===== src/rtl/pll_lock_supervisor.sv =====
// pll_lock_supervisor: sequences PLL reset, lock qualification and release of
// the downstream reset on the 12 MHz reference clock. Bounded retries end in a
// bypass/fault state; loss of lock while running re-sequences the PLL.
module pll_lock_supervisor #(
  parameter int RESET_CYCLES  = 16,
  parameter int LOCK_TIMEOUT  = 1200,
  parameter int STABLE_CYCLES = 120,
  parameter int MAX_RETRIES   = 3,
  parameter int CNT_W         = 12
) (
  input  logic       clock_in,
  input  logic       reset,
  input  logic       locked,
  input  logic       retry,
  output logic       pll_resetb,
  output logic       pll_bypass,
  output logic       sys_reset,
  output logic       ready,
  output logic       fault,
  output logic [3:0] lost_count
);

  localparam int RET_W = $clog2(MAX_RETRIES + 1);

  typedef enum logic [2:0] {
    RESET_PLL = 3'd0,
    WAIT_LOCK = 3'd1,
    STABLE    = 3'd2,
    RUN       = 3'd3,
    FAULT     = 3'd4
  } state_t;

  state_t             state, state_nx;
  logic [CNT_W-1:0]   cnt;
  logic [RET_W-1:0]   retries, retries_nx, retries_inc;
  logic [3:0]         lost_nx;
  logic               attempt_fail;
  logic [1:0]         lock_sync;
  logic               locked_s;

  // locked is asynchronous; this two-flop chain is its only sampling point
  always_ff @(posedge clock_in) begin
    if (reset) lock_sync <= 2'b00;
    else       lock_sync <= {lock_sync[0], locked};
  end

  assign locked_s = lock_sync[1];

  // next-state, retry bookkeeping and lock-loss counting
  always_comb begin
    state_nx     = state;
    retries_nx   = retries;
    lost_nx      = lost_count;
    attempt_fail = 1'b0;
    retries_inc  = retries + RET_W'(1);
    unique case (state)
      RESET_PLL: begin
        if (cnt == CNT_W'(RESET_CYCLES - 1)) state_nx = WAIT_LOCK;
      end
      WAIT_LOCK: begin
        if (locked_s)                             state_nx = STABLE;
        else if (cnt == CNT_W'(LOCK_TIMEOUT - 1)) attempt_fail = 1'b1;
      end
      STABLE: begin
        // a drop on the completing cycle still counts as a failure
        if (!locked_s) attempt_fail = 1'b1;
        else if (cnt == CNT_W'(STABLE_CYCLES - 1)) begin
          state_nx   = RUN;
          retries_nx = '0;
        end
      end
      RUN: begin
        // losses while running re-sequence without consuming retries
        if (!locked_s) begin
          state_nx = RESET_PLL;
          if (lost_count != 4'hF) lost_nx = lost_count + 4'd1;
        end
      end
      FAULT: begin
        if (retry) begin
          state_nx   = RESET_PLL;
          retries_nx = '0;
        end
      end
      default: state_nx = RESET_PLL;
    endcase
    if (attempt_fail) begin
      retries_nx = retries_inc;
      state_nx   = (retries_inc == RET_W'(MAX_RETRIES)) ? FAULT : RESET_PLL;
    end
  end

  // state, retry and lost-lock registers
  always_ff @(posedge clock_in) begin
    if (reset) begin
      state      <= RESET_PLL;
      retries    <= '0;
      lost_count <= 4'd0;
    end else begin
      state      <= state_nx;
      retries    <= retries_nx;
      lost_count <= lost_nx;
    end
  end

  // phase counter: restarts on every state change, idles in RUN and FAULT
  always_ff @(posedge clock_in) begin
    if (reset)                                       cnt <= '0;
    else if (state_nx != state)                      cnt <= '0;
    else if (state == RESET_PLL || state == WAIT_LOCK ||
             state == STABLE)                        cnt <= cnt + CNT_W'(1);
  end

  // outputs decoded from the next state so they move with the state register
  always_ff @(posedge clock_in) begin
    if (reset) begin
      pll_resetb <= 1'b0;
      pll_bypass <= 1'b0;
      sys_reset  <= 1'b1;
      ready      <= 1'b0;
      fault      <= 1'b0;
    end else begin
      pll_resetb <= !(state_nx == RESET_PLL || state_nx == FAULT);
      pll_bypass <= (state_nx == FAULT);
      sys_reset  <= (state_nx != RUN);
      ready      <= (state_nx == RUN);
      fault      <= (state_nx == FAULT);
    end
  end

endmodule


===== config.mk =====
export PLATFORM = sky130hd
export DESIGN_NAME = pll_lock_supervisor
export DESIGN_NICKNAME = d
export VERILOG_FILES = /design/src/rtl/pll_lock_supervisor.sv
export SDC_FILE = /design/constraint.sdc
export NUM_CORES = 1
export LEC_CHECK = 0
export CAP_MARGIN = 30
export CORE_MARGIN = 2
export CORE_UTILIZATION = 40
export DETAILED_ROUTE_END_ITERATION = 10
export GPL_ROUTABILITY_DRIVEN = 0
export PLACE_DENSITY = 0.59
export SYNTH_ARGS = -nofsm -noshare
export SYNTH_HDL_FRONTEND = slang
export SYNTH_SLANG_ARGS = --single-unit

===== constraint.sdc =====
create_clock -name clock_in -period 2.15 [get_ports clock_in]
set_clock_uncertainty 0.15 [all_clocks]
set_input_delay 0.43 -clock clock_in [delete_from_list [all_inputs] [get_ports clock_in]]
set_output_delay 0.43 -clock clock_in [all_outputs]
set_load 0.05 [all_outputs]

==> flow_summary.toml <==
[clock_network]
clkTransAtPathRegs_ns = 0.14
clkLatencyLatePin_ns = 0.32
clock-sinks = 27
htreeDepth = 1
clockBufferDepth = 2
root_buffer = "clkbuf_4"
cts_made_buffers = 3
cts_setup_buffers = 0
cts_tree = "yes"

[routing]
first_pass_iters = 4
ant_nets = 0
vias_per_cell = 5.068
routed_wl_mm = 2.445
drcViolationCount = 0
drtIter0Drc = 27
vias = 1049
wl_per_cell_um = 11.81

[critical_path]
critical_path_class = "reg2out"
worstSetupEndpointType = "output pin"
worstPathRequired_ns = 1.57
crit_chain = "clkdlybuf4s50_1"
max_stage_delay_ns = 0.80
critPathMaxFanout = 2
cp-start-kind = "register"
worst_path_max_delay_cell = "clkdlybuf4s50_1"
cp_num_buf_inv = 1
cp.arrival_ns = 1.47
path_delay_family = "buffers and inverters"

[synth]
syn_area_um2 = 1281
yosysWarnings = 0
ys_seq_area_frac = 0.4219
synth_cells = 144
ys_async_sr_fraction = 0
synth-edff-count = 0
yosys_most_used_dff = "dfxtp_1"
ys_ff_latch = 27
syn_avg_cell_area_um2 = 8.897
syn-num-nets = 151
yosys.cell_types.count = 39

[power]
p_sw_uw = 168.8
peakVddDrop_mv = 0.2841
seqPwrFrac = 0.673
pwr-share-clk = 0.285
power_leakage_uw = 0.0006288
p_sw_frac = 0.2213
total_power_uw = 762.8
powerDensity_nw_per_um2 = 499.7
p_int_uw = 594.0
combinationalPowerShare = 0.042

[sta]
hold_viol_final = 0
holdWs_ns = 0.3078
min_period_ns = 2.047
maxSlewHeadroom = 0.6658
slew_viol_final = 0
grt_setup_unrepaired = "false"
finalSetupViolations = 0
fin_ws_ns = 0.1035
fin_crit_sh = 0.9519
fmax_ghz = 0.4886
tns_ns = 0
tightestPinTransition_ns = 0.5004

[grt]
antenna_found_initial = 0
grt_first_pass_wirelength_mm = 4.209
overflow = 0
grt_max_degree = 16
track_usage = 0.1539
grt_pass1_vias = 965

[layout]
final_common_cell = "dfxtp_1"
area_growth_pct = 19.14
drive_gt1_frac = 0.1227
seqCellArea_um2 = 540.5
fillers = 316
final_core_util = 0.5000
final_net_count = 171
antenna_cells = 0
multi_input_area_um2 = 709.4
layout_common_cells = "dfxtp_1 (27), nor2_1 (17), a21oi_1 (12), nand3_1 (11)"

[place]
dp_slack_ns = 0.07283
portBuffers = 12
dpl.hpwl_mm = 1.913

[die]
die_h_um = 60.60
ioPinCount = 13
dieArea_um2 = 3672
core_area_um2 = 3053
core.rowCount = 20
chipWidth_um = 60.60
start_util = 0.4197

[run_status]
status = "completed"

[run]
cap_violations = 0

[hold_path]
worstHoldPathType = "reg2reg"
[worst reg2reg max path, stage by stage, from the launching register on]
cell     delay (ns)
dfxtp_1        0.38
buf_4          0.16
or4_1          0.50
nor3_1         0.19
o31a_4         0.20
nand3_2        0.16
a21oi_1        0.17
[cell usage after synthesis (all sizes together) (2+ instances only)]
cell type,n,area (um2)
dfxtp,27,540.5
nor2,17,63.81
a21oi,12,60.06
nand3,12,60.06
nand2,8,30.03
xor2,8,77.58
nor3,6,30.03
xnor2,5,43.79
a31oi,3,25.02
buf,3,22.52
ha,3,37.54
inv,3,11.26
nand2b,3,18.77
or2,3,18.77
a21o,2,15.01
clkbuf,2,7.510
mux2i,2,20.02
nand4,2,12.51
nand4b,2,17.52
nor2b,2,12.51
nor4,2,12.51
or3,2,12.51
or4,2,15.01
[registers in the layout, summed over array words and instances, names as in the netlist]
| name | cells |
|---|---|
| cnt | 12 |
| lost_count | 4 |
| state | 3 |
| lock_sync | 2 |
| retries | 2 |
| fault | 1 |
| pll_resetb | 1 |
| ready | 1 |
| sys_reset | 1 |
[power groups by stage]
stage	combinational [uW]	clock (uW)	sequential, uW
after floorplan	19.8	0	523
after global placement	31.5	0	524
after detailed placement	32.5	0	525
after CTS	32.7	232	514
after global routing	35.6	256	516
final	32.2	217	514
[layer usage]
metal	vias up	GRT usage	wire length, um
li1	551	-	-
met2	19	0.2412	1112
met1	477	0.2146	1249
met3	2	0.02559	66
met4	0	0.05590	18
met5	-	0	0
[final cells by class]
cell class                      instances  area share
Sequential cell                        27      0.3541
Tap cell                               44     0.03607
Clock buffer                            3     0.01475
Multi-Input combinational cell        109      0.4648
Inverter                                3    0.007377
Timing Repair Buffer                   20      0.1197
Clock inverter                          1    0.003279
[cells by family (layout without fill, tap and decap cells)]
logic type      Yosys count  in the layout  share of synthesized area
fa+ha+maj                 3              3                    0.02930
compound gates           26             26                     0.1465
xor+xnor                 13             13                    0.09473
simple gates             65             65                     0.2598
mux                       2              2                    0.01563
buf+inv                   8             27                    0.03223
flops                    27             27                     0.4219
[worst paths after layout]
check,slack [ns],cells past startpoint,end,from
hold reg to reg,0.31,1,lock_sync[1],lock_sync[0]
setup reg to reg,0.18,6,cnt[5],state[1]
setup / recovery,0.10,1,pll_bypass,fault
hold / removal,0.31,1,lock_sync[1],lock_sync[0]
[what timing repair did]
item / 4_1_cts / 5_1_grt
endpoints found under the setup margin: 2 / 10
resized for setup: 2 / 4
hold buffers: 0 / 0
[through the flow]
stage          area, um2  std cells
6_report            1526        207
4_1_cts             1511        207
2_1_floorplan       1281        144
5_1_grt             1526        207
3_5_place_dp        1486        203
3_3_place_gp        1486        203
Power figures use the tool's default switching activity.
==> variant (same settings) <==
Set the parameter `CNT_W` to 6 (it was 12).
--- a/src/rtl/pll_lock_supervisor.sv
+++ b/src/rtl/pll_lock_supervisor.sv
@@ -6,7 +6,7 @@
   parameter int LOCK_TIMEOUT  = 1200,
   parameter int STABLE_CYCLES = 120,
   parameter int MAX_RETRIES   = 3,
-  parameter int CNT_W         = 12
+  parameter int CNT_W         = 6
 ) (
   input  logic       clock_in,
   input  logic       reset,
Formal check against the unedited RTL: no difference found for any inputs over 10 cycles, from zero or initial values and one cycle with reset high; that may be too few to reach the edited logic, so the function may still have changed.
==> variant against the original RTL <==
Synthesized area down 12%; hold slack worse by 0.0034 ns; sequential cell count down 6; critical path type unchanged; die area down 11%; final area down 13%; worst setup slack worse by 0.013 ns; cell count down 18%; wire length down 9.9%; synthesized cell count down 17%.
Power is not compared: it rests on default switching activity, and its combinational part moved more than twofold at a synthesized area within 25%.
==> variant: results (changes against the original RTL) <==
[status]
outcome=finished clean  ; unchanged

[clock_network]
clk_pin_slew_ns=0.11  ; was 0.14 ns
cts_buffer_depth=2  ; unchanged
cts_root_buffer=clkbuf_4  ; unchanged
cts_setup_buffers=0  ; unchanged
cts_buffers=3  ; unchanged
clk_latency_ns=0.30  ; was 0.32 ns
h-tree-depth=1  ; unchanged

[setup_path]
regToRegSetupSlack_ns=0.15  ; was 0.18 ns
critPathSlowestCell=clkdlybuf4s50_1  ; unchanged
crit-reg2reg-launch=cnt[0]  ; was state[1]
r2r_cells=6  ; unchanged
crit_fanout=3  ; was 2
critPathMaxStageDelay_ns=0.81
r2r-end=cnt[3]  ; was cnt[5]
path_delay_family=buffers and inverters  ; unchanged

[global_routing]
grt_max_degree=12  ; was 16
grt_use_total=0.148  ; was 0.154
grt_antenna_before_repair=0  ; unchanged
grt_pass1_wl_mm=3.82  ; was 4.21 mm
grt_pass1_vias=890  ; was 965

[detailed_routing]
firstDrtPassIters=5  ; was 4
vias=900  ; was 1049
routed_wl_mm=2.20  ; was 2.45 mm
drt-initial-drc-count=7  ; was 27

[hold_path]
min_from=lock_sync[0]  ; unchanged
min_to=lock_sync[1]  ; unchanged
hold_depth=1  ; unchanged
hp-class=flop to flop  ; unchanged

[sta]
holdWs_ns=0.304  ; was 0.308 ns
worstMarginPinSlew_ns=0.504  ; was 0.500 ns

[final_layout]
drive_gt1_frac=0.196  ; was 0.123
layout.nets=146  ; was 171
reg.largest.list=cnt (6), lost_count (4), state (3)  ; was cnt (12), lost_count (4), state (3)
regMostFlops=cnt  ; unchanged
diodes=0  ; unchanged

[logic_synthesis]
yosys_warnings=0  ; unchanged
async_flop_share=0  ; unchanged
syn_nets=127  ; was 151
synth_common_cells=dfxtp_1, nor2_1, a21oi_1, nand2_1, o21ai_0  ; was dfxtp_1, nor2_1, a21oi_1, nand3_1, nand2_1
ys_top_cells_by_area=dfxtp_1, mux2_4, nor2_1  ; was dfxtp_1, nor2_1, xor2_1
seq_area_frac_synth=0.371  ; was 0.422
yosysUniqueCellTypes=41  ; was 39

[place]
port_buffers=12  ; unchanged
hpwlAfterDp_mm=1.71  ; was 1.91 mm

[power]
max-vdd-ir-drop_uv=287
switchingPower_mw=0.164
p_leak_nw=0.551

variant: cell count changes in the layout (fill, tap and decap cells not counted), moves of 4 or more:
cell | unedited run | this run
nor3_1 | 6 | 0
xor2_1 | 7 | 2
dfxtp_1 | 27 | 21
o21ai_0 | 1 | 8
nand3_1 | 11 | 5
a21oi_1 | 12 | 8
mux2_4 | 0 | 4
variant: stage by stage:
step / total power [mW] / setup WS (ns) / util / instance area, um2 / std cells
finish: 0.671 / 0.0905 / 0.487 / 1330 / 169
global placement: 0.489 / 0.188 / 0.475 / 1300 / 165
CTS: 0.683 / 0.0131 / 0.484 / 1320 / 169
floorplan: 0.468 / 0.237 / - / 1130 / 120
detailed placement: 0.491 / 0.157 / 0.475 / 1300 / 165
global route: 0.708 / 0.0397 / 0.487 / 1330 / 169
variant: worst max path at each step:
stage,cells after the start,end,slack [ns],start
global placement,6,cnt[1],0.19,cnt[0]
detailed placement,6,cnt[4],0.16,cnt[0]
CTS,1,lost_count[0],0.01,lost_count[0]
floorplan,6,cnt[0],0.24,cnt[0]
global route,1,lost_count[3],0.04,lost_count[3]
finish,1,lost_count[3],0.09,lost_count[3]
variant: cell families after synthesis:
group,count (synthesis),share of synthesized area
simple gates,49,0.263
compound gates,25,0.152
flops,21,0.371
buf+inv,9,0.0552
mux,7,0.0795
xor+xnor,6,0.0464
fa+ha+maj,3,0.0331
variant: final cells by class:
type / instances / area (um2)
Inverter: 4 / 15.0
Clock buffer: 4 / 26.3
Sequential cell: 21 / 420
Timing Repair Buffer: 19 / 180
Tap cell: 31 / 38.8
Multi-Input combinational cell: 90 / 651
Fill cell: 260 / 1400
variant: routing by layer:
metal	GRT usage	part of all wire
met1	0.191	0.47
met2	0.238	0.47
met3	0.0340	0.047
met4	0.0631	0.0077
met5	0	0
variant: repair_timing:
item / in CTS / in global routing
endpoints found under the setup margin: 0 / 3
hold buffers: 0 / 0
gates resized for setup: 0 / 3
variant: power by group through the flow:
| stage | registers [mW] | clock network (mW) | logic (mW) |
|---|---|---|---|
| 2_1_floorplan | 0.418 | 0 | 0.0496 |
| 6_report | 0.408 | 0.190 | 0.0740 |
| 3_3_place_gp | 0.416 | 0 | 0.0735 |
| 5_1_grt | 0.410 | 0.217 | 0.0815 |
| 4_1_cts | 0.408 | 0.200 | 0.0749 |
| 3_5_place_dp | 0.417 | 0 | 0.0746 |
variant: worst register-to-register path: stages (launching register included):
cell     delay (ns)
dfxtp_1        0.35
ha_1           0.24
and4b_4        0.20
nor4b_2        0.15
o32a_2         0.37
nand2_4        0.14
mux2_4         0.31
